`src/rtl/sign_compress_tx.sv`:
```
// Sends 32-bit words over a 16-bit link: a sign-extendable word goes as one short beat, any other word as low then high half.
// Optional SIGN_COMPRESS_STATS_EN adds short/long word counters (cnt_short_o, cnt_long_o).
module sign_compress_tx #(
    parameter int IN_W  = 32,
    parameter int OUT_W = 16
) (
    input  logic             clk_i,
    input  logic             rst_i,
    input  logic             word_valid_i,
    output logic             word_ready_o,
    input  logic [IN_W-1:0]  word_i,
    output logic             half_valid_o,
    input  logic             half_ready_i,
    output logic [OUT_W-1:0] half_o,
    output logic             half_short_o,
    output logic             half_last_o
`ifdef SIGN_COMPRESS_STATS_EN
    ,
    output logic [15:0]      cnt_short_o,
    output logic [15:0]      cnt_long_o
`endif
);

    typedef enum logic [1:0] {
        IDLE    = 2'd0,
        SEND_LO = 2'd1,
        SEND_HI = 2'd2
    } state_t;

    state_t          state;
    logic [IN_W-1:0] wbuf;
    logic            fits;
    logic            fits_in;
    logic            beat_done;

    // The upper half is pure sign fill, so the receiver can rebuild the word from the low half.
    assign fits_in      = (word_i[IN_W-1:OUT_W] == {OUT_W{word_i[OUT_W-1]}});
    assign word_ready_o = (state == IDLE);
    assign beat_done    = half_valid_o && half_ready_i;

    // NOTE: all state and outputs use non-blocking assignments so every register samples pre-edge values.
    always_ff @(posedge clk_i or posedge rst_i) begin
        if (rst_i) begin
            state        <= IDLE;
            wbuf         <= '0;
            fits         <= 1'b0;
            half_valid_o <= 1'b0;
            half_o       <= '0;
            half_short_o <= 1'b0;
            half_last_o  <= 1'b0;
        end else begin
            case (state)
                IDLE: begin
                    if (word_valid_i) begin
                        wbuf         <= word_i;
                        fits         <= fits_in;
                        state        <= SEND_LO;
                        half_valid_o <= 1'b1;
                        half_o       <= word_i[OUT_W-1:0];
                        half_short_o <= fits_in;
                        half_last_o  <= fits_in;
                    end
                end
                SEND_LO: begin
                    if (beat_done) begin
                        if (fits) begin
                            state        <= IDLE;
                            half_valid_o <= 1'b0;
                            half_short_o <= 1'b0;
                            half_last_o  <= 1'b0;
                        end else begin
                            state        <= SEND_HI;
                            half_o       <= wbuf[IN_W-1:OUT_W];
                            half_short_o <= 1'b0;
                            half_last_o  <= 1'b1;
                        end
                    end
                end
                SEND_HI: begin
                    if (beat_done) begin
                        state        <= IDLE;
                        half_valid_o <= 1'b0;
                        half_short_o <= 1'b0;
                        half_last_o  <= 1'b0;
                    end
                end
                default: begin
                    state        <= IDLE;
                    half_valid_o <= 1'b0;
                end
            endcase
        end
    end

`ifdef SIGN_COMPRESS_STATS_EN
    logic [15:0] cnt_short_q;
    logic [15:0] cnt_long_q;

    // The last beat's short flag tells which kind of word just completed; counters wrap silently.
    always_ff @(posedge clk_i or posedge rst_i) begin
        if (rst_i) begin
            cnt_short_q <= '0;
            cnt_long_q  <= '0;
        end else if (beat_done && half_last_o) begin
            if (half_short_o) cnt_short_q <= cnt_short_q + 16'd1;
            else              cnt_long_q  <= cnt_long_q + 16'd1;
        end
    end

    assign cnt_short_o = cnt_short_q;
    assign cnt_long_o  = cnt_long_q;
`endif

endmodule

```
`config.mk`:
```
export PLATFORM = sky130hd
export DESIGN_NAME = sign_compress_tx
export DESIGN_NICKNAME = d
export VERILOG_FILES = /design/src/rtl/sign_compress_tx.sv
export SDC_FILE = /design/constraint.sdc
export NUM_CORES = 1
export LEC_CHECK = 0
export BUFFER_PORTS_ARGS = -buffer_cell sky130_fd_sc_hd__buf_2
export CAP_MARGIN = 25
export CORE_MARGIN = 2
export CORE_UTILIZATION = 45
export DETAILED_ROUTE_END_ITERATION = 8
export GPL_TIMING_DRIVEN = 0
export PLACE_DENSITY = 0.72
export SYNTH_ARGS = -nofsm -noshare
export SYNTH_HDL_FRONTEND = slang
export SYNTH_SLANG_ARGS = --single-unit
```
`constraint.sdc`:
```
create_clock -name clk_i -period 2 [get_ports clk_i]
set_input_delay 0.1 -clock clk_i [delete_from_list [all_inputs] [get_ports clk_i]]
set_output_delay 0.1 -clock clk_i [all_outputs]
set_load 0.005 [all_outputs]
```
Yosys cells after proc, flatten, opt, wreduce, memory -nomap -nowiden

Index checks and enable logic that the tools add are counted.

Input port bits: 36
Bits in registers: 54
Output and inout port bits: 20
Word-level logic and storage cells: 47

Equal/unequal tests: 9
Muxes and demuxes: 19
Reductions and logical operators: 12

Operators by type and width:

| kind               | count |
|---|---|
| $mux 16            | 3 |
| $pmux 16 s2        | 1 |
| $eq 16x16->1       | 1 |
| $reduce_and 4->1   | 3 |
| $ne 2x2->1 const B | 5 |
| $mux 2             | 4 |
| $mux 1             | 7 |
| $pmux 1 s3         | 2 |
| $pmux 2 s3         | 1 |
| $reduce_and 3->1   | 2 |
| $reduce_bool 2->1  | 2 |
| $reduce_bool 3->1  | 1 |
| $eq 2x1->1 const B | 1 |
| $eq 2x2->1 const B | 1 |
| $logic_not 2->1    | 1 |
| $ne 2x1->1 const B | 1 |
| $pmux 1 s2         | 1 |
| $reduce_and 2->1   | 1 |
| $reduce_or 2->1    | 1 |
| $logic_and 1x1->1  | 1 |

Depth between registers and ports, before layout

Word-level depth: 4
Gate-level depth with buffers: 8
Depth with buffers taken out: 6

Least setup slack after synthesis

No wires, ideal clock.

Path kind: register to register
From: register state[0]
To: register wbuf[16]
Stages on the path, launching flop included: 6
Period minus slack after synthesis: 1.627 ns
Setup time: 0.125 ns
Data arrival time: 1.502 ns
Buffers on the path: 1
Required time: 1.875 ns
Path slack: 0.373 ns
Cell sequence: dfrtp_1 -> inv_1 -> ha_1 -> nand2_1 -> buf_2 -> mux2_2

Word-level cells in the longest chain between the ends: 2

Ends and longest elaborated chain:

| what                              | line | source |
|---|---|---|
| start: declaration                | 30   | `state_t state;` |
| start signal: assignment          | 44   | `state <= IDLE;` |
| start signal: assignment          | 57   | `state <= SEND_LO;` |
| start signal: assignment          | 67   | `state <= IDLE;` |
| $logic_not 2->1                   | n/a  |  |
| via word_ready_o                  | 10   | `output logic word_ready_o,` |
| $reduce_and 2->1 (no source line) | n/a  |  |
| end signal: assignment            | 55   | `wbuf <= word_i;` |
| end: declaration                  | 31   | `logic [IN_W-1:0] wbuf;` |

The timed path passes the listed nets, and every way through them passes these cells.
A chain may end at the register's enable or synchronous reset.

Worst setup path in the final report

From: register state[0]
To: register wbuf[21]

Word-level cells in the longest chain between the ends: 2

Ends and longest elaborated chain:

| what                              | line | source |
|---|---|---|
| $logic_not 2->1                   | 52   | `case (state)` |
| $reduce_and 2->1 (no source line) | n/a  |  |

Every way passes these cells.

==> insert_results.sql <==
INSERT INTO impl_metrics (metric_group, metric, value, unit) VALUES
('sta', 'timing.final.hold_violations', '0', ''),
('sta', 'final_max_slew_viol_count', '0', ''),
('synthesis', 'ys_seq_elements', '38', ''),
('worst_setup_path', 'worst_setup_ep_type', 'flip-flop', ''),
('clock_tree', 'post_cts.repair.setup_buffers', '0', ''),
('sta', 'max-slew-margin-rel', '0.4916', ''),
('power', 'worst_ir_drop_vdd', '0.7141', 'mV'),
('worst_setup_path', 'cp_data_arrival_time', '2.03', 'ns'),
('sta', 'rsz0062_at_grt', 'no', ''),
('final_layout', 'layout.cells.non_filler', '268', ''),
('floorplan', 'die_y', '66.62', 'um'),
('hold_path', 'hold-path-cell-count', '2', ''),
('sta', 'min_period', '1.855', 'ns'),
('clock_tree', 'ctsLongestPathBuffers', '2', ''),
('sta', 'setup-violations-final', '0', ''),
('worst_setup_path', 'timing.critical_path.slowest_stage_cell', 'sky130_fd_sc_hd__dfrtp_1', ''),
('synthesis', 'synthesis.area', '1764', 'um^2'),
('final_layout', 'nets', '259', ''),
('floorplan', 'placement_rows', '22', ''),
('power', 'power_per_cell_area', '1544', 'nW/um^2'),
('sta', 'post-route-period-util', '0.9277', ''),
('sta', 'achievable_clock_frequency', '539.0', 'MHz'),
('final_layout', 'utilization', '0.5943', ''),
('final_layout', 'area_delta_synth_final', '25.18', '%'),
('status', 'outcome', 'completed', ''),
('synthesis', 'ys_seq_area_frac', '0.5390', ''),
('worst_setup_path', 'ff2ff_setup_slack', '0.14', 'ns'),
('final_layout', 'mostFrequentLayoutCells', '59 x sky130_fd_sc_hd__buf_2, 38 x sky130_fd_sc_hd__dfrtp_1, 17 x sky130_fd_sc_hd__mux2_2, 17 x sky130_fd_sc_hd__nor2_1', ''),
('grt', 'grt_max_degree', '39', ''),
('final_layout', 'sequential_cell_area', '950.9', 'um^2'),
('worst_setup_path', 'path_buf_inv', '2', ''),
('drt', 'dr_total_vias', '1354', ''),
('sta', 'totalNegativeSetupSlack', '0', 'ns'),
('worst_setup_path', 'crit_path_start_kind', 'flip-flop', ''),
('final_layout', 'final_layout_size_suffix_gt1_frac', '0.4000', ''),
('placement', 'detailed_place.area', '2100', 'um^2'),
('sta', 'layout_setup_ws', '0.1446', 'ns'),
('floorplan', 'design.core.area', '3716', 'um^2'),
('clock_tree', 'cts_tree', 'yes', ''),
('worst_setup_path', 'crit_chain', 'inv_1 -> ha_1 -> nand2_1 -> buf_2 -> mux2_2', ''),
('worst_setup_path', 'timing.setup.critical_path_class', 'flip-flop to flip-flop', ''),
('drt', 'wl_per_cell', '13.34', 'um'),
('grt', 'gr-total-overflow', '0', ''),
('synthesis', 'syn_nets', '196', ''),
('run', 'drv_cap', '0', ''),
('worst_setup_path', 'timing.critical_path.depth', '5', ''),
('drt', 'routed_wirelength', '3576', 'um'),
('sta', 'hold_ws', '0.06559', 'ns'),
('synthesis', 'postSynthCellCount', '156', ''),
('clock_tree', 'clockRootBuffer', 'sky130_fd_sc_hd__clkbuf_8', ''),
('worst_setup_path', 'worst_path_largest_cell_delay', '0.38', 'ns'),
('worst_setup_path', 'r2r_cells', '5', ''),
('placement', 'detailedPlace.worstSlack', '0.1441', 'ns'),
('drt', 'avgViaCountPerCell', '5.052', ''),
('drt', 'drtPass1Iterations', '4', ''),
('grt', 'gr-usage-all-layers', '0.1859', ''),
('power', 'final_total_pwr', '3.409', 'mW'),
('floorplan', 'dieWidth', '66.62', 'um'),
('clock_tree', 'ctsHtreeMaxLevel', '2', ''),
('placement', 'io_buffer_count', '55', ''),
('final_layout', 'multi_input_area', '774.5', 'um^2'),
('worst_setup_path', 'timing.critical_path.max_delay_family', 'buffers and inverters', ''),
('final_layout', 'fill_cells', '337', ''),
('floorplan', 'i_o_pins', '56', ''),
('synthesis', 'synth-warning-count', '0', ''),
('sta', 'max_slew.worst_pin.slew', '0.7615', 'ns'),
('worst_setup_path', 'critical_path_peak_fanout', '10', ''),
('final_layout', 'finish.instance_area', '2208', 'um^2'),
('drt', 'detail_route.drc_violations', '0', ''),
('synthesis', 'avgSynthCellArea', '11.31', 'um^2'),
('grt', 'antenna_found_initial', '0', '');
worst paths after layout:
kind	start	end
min in group asynchronous	rst_i	half_o[3]
worst max-delay path	state[0]	wbuf[21]
worst min-delay path	word_i[20]	wbuf[20]
worst max register to register	state[0]	wbuf[21]
max in group asynchronous	rst_i	fits
worst min register to register	wbuf[31]	wbuf[31]
metal layers:
metal	routed length (um)	track usage	vias to the layer above
met4	44	0.07653	0
met1	1688	0.2442	633
met3	180	0.04730	7
li1	-	-	683
met2	1662	0.2925	31
met5	0	0	-
kinds of logic (layout without fill, tap and decap cells):
logic type / after synthesis / after routing / share of synthesized area
AOI/OAI and AO/OA: 28 / 28 / 0.08794
muxes: 33 / 33 / 0.1993
buffers and inverters: 9 / 73 / 0.02340
and+or+nand+nor: 44 / 44 / 0.1220
DFF: 38 / 38 / 0.5390
adders and majority gates: 4 / 4 / 0.02837
power by group:
group	switching (mW)	internal (mW)
logic	0.788	0.751
clock network	0.257	0.278
registers	0.187	1.15
sequential cells by signal, indices dropped and copies added, names as in the netlist:
signal,cells
half_o,16
fits,1
half_short_o,1
state,2
wbuf,16
half_valid_o,1
half_last_o,1
cells in the mapped netlist, drive strengths merged:
library cell  count  share of area
mux2             17           0.11
nand3             2         0.0057
dfrtp            38           0.54
o22ai             1         0.0035
a2bb2oi           1         0.0050
or4               2         0.0085
o31a              1         0.0050
nor3              4          0.011
nor2b             3          0.011
inv               3         0.0064
nor4              2         0.0071
nand2             6          0.013
nand2b            2         0.0071
nand4             2         0.0071
buf               6          0.017
or3               3          0.011
a21oi            17          0.050
ha                4          0.028
a31oi             2         0.0071
o21ai             6          0.017
mux2i            16          0.091
nor2             17          0.036
nand4b            1         0.0050
repair_timing:
item | in CTS | in global routing
hold endpoints to repair | 38 | 0
resized for setup | 0 | 3
hold buffers | 1 | 0
endpoints found under the setup margin | 0 | 10
layout make-up:
cell class              instances  share of cell area
plain buffers                   6             0.01586
clock buffers                   7             0.03909
clock inverters                 1            0.002266
inverters                       3            0.005099
multi-input cells             109              0.3507
flip-flops and latches         38              0.4306
well taps                      48             0.02720
repair buffers                 56              0.1292
(Power assumes the default switching activity.)
